**src/rtl/benes_select_loader.sv**
```systemverilog
// Loads per-stage Benes module/slot selects into a shadow bank and swaps them into the active bank on commit.
// Commit-to-active is three edges when the network is idle; commands are refused (o_cmd_ready=0, o_err) while a commit waits or applies.
package benes_select_loader_pkg;
  localparam int          STAGE_NUM        = 9;
  localparam logic [7:0]  COMMAND_SET_RING = 8'd29;

  typedef struct packed {
    logic        valid;
    logic [7:0]  command;
    logic [31:0] data0;
    logic [31:0] data1;
  } cmd_data_t;
endpackage

module benes_select_loader
  import benes_select_loader_pkg::*;
#(
  parameter int         STAGES  = STAGE_NUM,
  parameter int         SEL_W   = 16,
  parameter logic [7:0] CMD_CFG = COMMAND_SET_RING
) (
  input  logic                    clk,
  input  logic                    rst,
  input  cmd_data_t               i_cmd,
  input  logic                    i_net_busy,
  output logic                    o_cmd_ready,
  output logic [STAGES*SEL_W-1:0] o_module_select,
  output logic [STAGES*SEL_W-1:0] o_slot_select,
  output logic                    o_cfg_valid,
  output logic                    o_cfg_update,
  output logic                    o_err
);

  typedef enum logic [1:0] {S_IDLE, S_PEND, S_APPLY} state_t;

  state_t                  r_state;
  state_t                  w_state_nxt;
  logic [STAGES*SEL_W-1:0] r_shadow_mod;
  logic [STAGES*SEL_W-1:0] r_shadow_slot;
  logic [STAGES*SEL_W-1:0] r_act_mod;
  logic [STAGES*SEL_W-1:0] r_act_slot;
  logic [STAGES-1:0]       r_mask;
  logic                    r_cfg_valid;
  logic                    r_cfg_update;
  logic                    r_err;

  logic                    w_cfg_cmd;
  logic                    w_commit;
  logic [31:0]             w_stage;
  logic                    w_stage_ok;
  logic [SEL_W-1:0]        w_wr_mod;
  logic [SEL_W-1:0]        w_wr_slot;
  logic                    w_wr_en;
  logic                    w_apply;
  logic                    w_err_nxt;
  logic                    w_unused_bits;

  assign w_cfg_cmd     = i_cmd.valid && (i_cmd.command == CMD_CFG);
  assign w_commit      = i_cmd.data0[31];
  assign w_stage       = {28'd0, i_cmd.data0[3:0]};
  assign w_stage_ok    = (w_stage < 32'(STAGES));
  assign w_wr_mod      = SEL_W'(i_cmd.data1[31:16]);
  assign w_wr_slot     = SEL_W'(i_cmd.data1[15:0]);
  assign w_unused_bits = ^i_cmd.data0[30:4];

  always_ff @(posedge clk) begin
    if (rst) begin
      r_state <= S_IDLE;
    end else begin
      r_state <= w_state_nxt;
    end
  end

  always_comb begin
    w_state_nxt = r_state;
    w_wr_en     = 1'b0;
    w_apply     = 1'b0;
    w_err_nxt   = 1'b0;
    o_cmd_ready = 1'b0;
    case (r_state)
      S_IDLE: begin
        o_cmd_ready = 1'b1;
        if (w_cfg_cmd) begin
          if (w_commit) begin
            // An incomplete shadow bank must never reach the network.
            if (&r_mask) w_state_nxt = S_PEND;
            else         w_err_nxt   = 1'b1;
          end else if (w_stage_ok) begin
            w_wr_en = 1'b1;
          end else begin
            w_err_nxt = 1'b1;
          end
        end
      end
      S_PEND: begin
        w_err_nxt = w_cfg_cmd;
        if (!i_net_busy) w_state_nxt = S_APPLY;
      end
      S_APPLY: begin
        w_err_nxt   = w_cfg_cmd;
        w_apply     = 1'b1;
        w_state_nxt = S_IDLE;
      end
      default: w_state_nxt = S_IDLE;
    endcase
  end

  always_ff @(posedge clk) begin
    if (rst) begin
      r_shadow_mod  <= '0;
      r_shadow_slot <= '0;
      r_act_mod     <= '0;
      r_act_slot    <= '0;
      r_mask        <= '0;
      r_cfg_valid   <= 1'b0;
      r_cfg_update  <= 1'b0;
      r_err         <= 1'b0;
    end else begin
      r_err        <= w_err_nxt;
      r_cfg_update <= w_apply;
      if (w_wr_en) begin
        for (int s = 0; s < STAGES; s++) begin
          if (w_stage == 32'(s)) begin
            r_shadow_mod[s*SEL_W +: SEL_W]  <= w_wr_mod;
            r_shadow_slot[s*SEL_W +: SEL_W] <= w_wr_slot;
            r_mask[s]                       <= 1'b1;
          end
        end
      end
      // Shadow is kept after the swap; only the written-mask restarts.
      if (w_apply) begin
        r_act_mod   <= r_shadow_mod;
        r_act_slot  <= r_shadow_slot;
        r_mask      <= '0;
        r_cfg_valid <= 1'b1;
      end
    end
  end

  assign o_module_select = r_act_mod;
  assign o_slot_select   = r_act_slot;
  assign o_cfg_valid     = r_cfg_valid;
  assign o_cfg_update    = r_cfg_update;
  assign o_err           = r_err;

endmodule

```
**config.mk**
```make
export PLATFORM = sky130hd
export DESIGN_NAME = benes_select_loader
export DESIGN_NICKNAME = d
export VERILOG_FILES = /design/src/rtl/benes_select_loader.sv
export SDC_FILE = /design/constraint.sdc
export NUM_CORES = 1
export LEC_CHECK = 0
export CORE_UTILIZATION = 25
export DETAILED_ROUTE_END_ITERATION = 12
export PLACE_DENSITY = 0.43
export RECOVER_POWER = 100
export SLEW_MARGIN = 20
export SYNTH_ARGS = -nofsm -noshare
export SYNTH_HDL_FRONTEND = slang
export SYNTH_SLANG_ARGS = --single-unit
```
**constraint.sdc**
```tcl
create_clock -name clk -period 2.75 [get_ports clk]
set_input_delay 0.55 -clock clk [delete_from_list [all_inputs] [get_ports clk]]
set_output_delay 0.55 -clock clk [all_outputs]
set_load 0.02 [all_outputs]
```
# == Yosys cells after proc, flatten, opt, wreduce, memory -nomap -nowiden ==
# Cells that the tools add are included.
# word_totals
out_inout_bits,292
register_bits,590
input_bits,76
wordCells,81
# op_classes
n_lt_le_gt_ge,1
muxes,16
n_eq_ne,15
reduce_logical,16
# ops
operator,n
$logic_not A32 Y1,1
$reduce_and A2 Y1,9
$eq A4 B3 Y1 const B,4
$mux W1,10
$reduce_and A9 Y1,1
$eq A4 B2 Y1 const B,2
$eq A8 B5 Y1 const B,1
$mux W2,4
$ne A2 B2 Y1 const B,4
$eq A4 B1 Y1 const B,1
$eq A4 B4 Y1 const B,1
$lt A4 B4 Y1 const B,1
$pmux W2 S2,1
$reduce_and A4 Y1,1
$reduce_or A2 Y1,2
$eq A2 B1 Y1 const B,1
$eq A2 B2 Y1 const B,1
$logic_not A2 Y1,1
$pmux W1 S2,1
$logic_and A1 B1 Y1,1

# == Logic depth before layout (Yosys ltp) ==
# Gate-level depths: netlist of the first run.
# depth
depth_word,6
mapped_depth,8
ltp_nobuf,6

# == Worst setup path after synthesis of the first run ==
# Ideal clock, no wire load.
# synth_path
path_type,input to register
start,in i_cmd[71] in the netlist's numbering
end,reg r_shadow_mod[53]
path_slack_ns,0.777
arrival_ns,1.840
stages,7
required_ns,2.618
path_cell_list,nand4bb_4 or4_4 buf_6 buf_8 buf_8 o21ai_1 a21oi_1
# synth_between
elab_chain_len,5
# synth_rtl
element,line_no,text
start: declaration,24,"input cmd_data_t i_cmd,"
$eq A8 B5 Y1,58,assign w_cfg_cmd = i_cmd.valid && (i_cmd.command == CMD_CFG);
$logic_and A1 B1 Y1,58,
$mux W1,83,if (w_cfg_cmd) begin
$mux W1,80,case (r_state)
$reduce_and A2 Y1 (no source line),n/a,
end signal: indexed assignment,124,r_shadow_mod[s*SEL_W +: SEL_W] <= w_wr_mod;
end: declaration,38,logic [STAGES*SEL_W-1:0] r_shadow_mod;
# Every way passes these cells.
# A chain may end at the register's enable or synchronous reset.

# == Final worst setup path of the first run ==
# layout_path
start,reg r_state[0]
end,reg r_shadow_slot[53]
# layout_between
elab_chain_len,3
# layout_rtl
element,line_no,text
start: declaration,36,state_t r_state;
start signal: assignment,70,r_state <= w_state_nxt;
$logic_not A2 Y1,80,
$mux W1,80,
$reduce_and A2 Y1 (no source line),n/a,
end signal: indexed assignment,125,r_shadow_slot[s*SEL_W +: SEL_W] <= w_wr_slot;
end: declaration,39,logic [STAGES*SEL_W-1:0] r_shadow_slot;
# Every way passes these cells.

==> results of run 1 <==
==> stage by stage <==
stage	instance area [µm²]	power (mW)	setup WS (ps)
detailed placement	26700	9.27	107
CTS	29200	19.6	32.1
global route	29000	19.9	167
global placement	26700	9.27	161
floorplan	21800	8.95	777
finish	29000	19.2	339
==> how the worst max path moves through the flow <==
stage	cells after the start	start	endpoint	slack, ps
floorplan	7	i_cmd[71]	r_shadow_mod[53]	780
global placement	7	i_cmd[67]	r_shadow_slot[94]	160
detailed placement	6	i_cmd[63]	r_shadow_slot[53]	110
CTS	3	r_state[0]	o_cmd_ready	30
global route	7	r_state[0]	r_shadow_slot[38]	170
finish	7	r_state[0]	r_shadow_slot[53]	340
==> per-layer routing <==
layer  global-route usage  routed length, µm  vias up
met5                    0                  0        -
met4               0.0539               1730        0
met3               0.0300               3350       91
met2                0.257              33800      345
met1                0.216              34200     8033
li1                     -                  -     7930
==> Yosys cell counts (all sizes together) <==
cell / number
buf: 81
or4: 1
nand4bb: 1
a21boi: 3
nand3: 132
and4bb: 1
dfxtp: 590
nor2b: 2
nand4b: 2
and3: 5
and4: 2
clkbuf: 97
nor3: 4
a41o: 1
and2: 2
o21ai: 128
nor2: 293
nor4b: 1
a21oi: 133
a31oi: 1
inv: 5
o31ai: 1
mux2i: 449
nand2b: 196
o21a: 3
nor4: 2
nor3b: 1
nand2: 4
ha: 5
nand4: 2
==> registers in the layout (all words and copies together), names as in the netlist <==
| signal | flops |
|---|---|
| o_cfg_update | 1 |
| o_cfg_valid | 1 |
| o_err | 1 |
| o_module_select | 144 |
| o_slot_select | 144 |
| r_mask | 9 |
| r_shadow_mod | 144 |
| r_shadow_slot | 144 |
| r_state | 2 |
==> worst max-delay path: stages (launching register included) <==
cell	delay (ps)
dfxtp_1	350
inv_1	110
ha_1	270
nor4b_4	550
and3_2	260
clkbuf_4	440
nand3_1	140
a21oi_1	190
==> layout make-up <==
type                            count  area share
Timing Repair Buffer              404       0.140
Clock buffer                      100      0.0722
Inverter                            5    0.000646
Multi-Input combinational cell   1375       0.315
Clock inverter                     29      0.0158
Tap cell                         1155      0.0497
Sequential cell                   590       0.407
==> power breakdown <==
group | switching, mW | internal (mW)
Sequential | 0.000131 | 8.55
Clock | 3.86 | 6.30
Combinational | 0.352 | 0.163
Total | 4.21 | 15.0
==> kinds of logic after synthesis <==
| logic type | synth area share |
|---|---|
| and+or+nand+nor | 0.150 |
| DFF | 0.541 |
| muxes | 0.206 |
| AOI/OAI and AO/OA | 0.0629 |
| buffers and inverters | 0.0381 |
| adders and majority gates | 0.00286 |
==> what timing repair did <==
item,4_1_cts,5_1_grt
setup endpoints to repair,0,1
hold buffers,0,0
gates resized for setup,0,1
==> results.py, run 1 <==
metrics = {
    "drt": {
        "drt_iter0_markers": 700,
        "ant_nets": 0,
        "drt-wirelength-per-cell_um": 20.0,
        "dr.pass1.iters": 5,
        "route.detailed.drc": 0,
        "num_vias": 16400,
        "wl_um": 73000,
        "post_drt_via_cell_ratio": 4.48,
    },
    "placed_design": {
        "gp_congestion": 0.722,
        "port_buffers": 340,
        "place_inst": 3529,
        "place_hpwl_um": 48500,
    },
    "yosys": {
        "synth_cell_types": 39,
        "syn-num-nets": 2229,
        "yosys.area.top_type_share": 0.541,
        "synth_area_leaders": "dfxtp_1 (54%), mux2i_1 (21%), nand2b_1 (5.6%)",
        "yosysTopAreaCell": "dfxtp_1",
        "synth_warnings": 0,
        "syn_area_per_cell_um2": 10.2,
        "synth_area_um2": 21800,
        "ys_seq_area_frac": 0.541,
        "ys_seq_elements": 590,
        "synth_cells": 2148,
    },
    "critical_path": {
        "crit_type": "reg -> reg",
        "crit_required_ps": 3270,
        "r2r_slack_ps": 340,
        "endpoint_kind": "flip-flop",
        "r2r-end": "r_shadow_slot[53]",
        "regToRegStartpoint": "r_state[0]",
        "cp_data_arrival_time_ps": 2930,
        "reg2reg_depth": 7,
        "cp_max_fo": 33,
        "cp-start-kind": "flip-flop",
    },
    "die": {
        "fp.dieW_um": 298,
        "core_area_um2": 86600,
        "die_area_um2": 88600,
        "die_h_um": 298,
        "start_util": 0.252,
        "rows": 108,
        "io_pins": 368,
    },
    "timing": {
        "relSlewSlack": 0.0517,
        "min_period_over_period": 0.877,
        "hold-worst-slack_ps": 306,
        "min_period_ps": 2410,
        "fmax_ghz": 0.415,
        "finalHoldViolations": 0,
        "setup_viol": 0,
        "final.setup.tns_ps": 0,
        "grt_setup_unrepaired": "false",
        "drv_slew": 0,
        "finalClockSkew_ps": 17.2,
        "tightest_slew_ps": 1420,
    },
    "worst_hold_path": {
        "min-delay-start": "rst",
        "hold_path_depth": 2,
        "min_to": "o_cfg_valid",
        "hold_path.class": "in -> reg",
    },
    "clock_network": {
        "clk_pin_slew_ps": 60,
        "htreeDepth": 3,
        "insertion_delay_ps": 610,
        "root_buffer": "clkbuf_16",
        "numCtsBuffers": 72,
        "cts_tree": "done",
        "cts_setup_buffers": 0,
        "numClockSinks": 590,
        "cts_buffer_depth": 3,
    },
    "power": {
        "vdd_drop_max_mv": 0.382,
        "powerDensity_nw_per_um2": 662,
        "leakagePower_nw": 11.4,
    },
    "global_routing": {
        "grt.total_usage": 0.160,
        "grt_max_degree": 130,
        "grt_pass1_wl_um": 108000,
        "first_global_vias": 16300,
        "grt.overflow.total": 0,
        "antenna_found_initial": 1,
    },
    "cells_and_area": {
        "fillCellCount": 8696,
        "antenna_cells": 0,
        "regArea_um2": 11800,
        "layout.cells.non_filler": 3658,
        "final_nets": 2529,
        "layout_commonest_cell": "dfxtp_1",
        "area_growth_pct": 33.0,
        "layout_common_cells": "dfxtp_1 (590), mux2i_1 (449), nor2_1 (293)",
        "fin_util": 0.335,
        "multi_input_area_um2": 9160,
        "drive_gt1_frac": 0.0771,
    },
    "outcome": {
        "status": "complete, no violations",
    },
    "job": {
        "timing.max_cap.violations": 0,
    },
}
Power figures use the tool's default switching activity.
==> run 2, diff against run 1 <==
--- a/config.mk
+++ b/config.mk
@@ -5,6 +5,7 @@
 export SDC_FILE = /design/constraint.sdc
 export NUM_CORES = 1
 export LEC_CHECK = 0
+export ABC_AREA = 0
 export CORE_UTILIZATION = 25
 export DETAILED_ROUTE_END_ITERATION = 12
 export PLACE_DENSITY = 0.43
==> results of run 2 <==
Same layout as run 1: the final DEF is identical, and so are final timing and power.
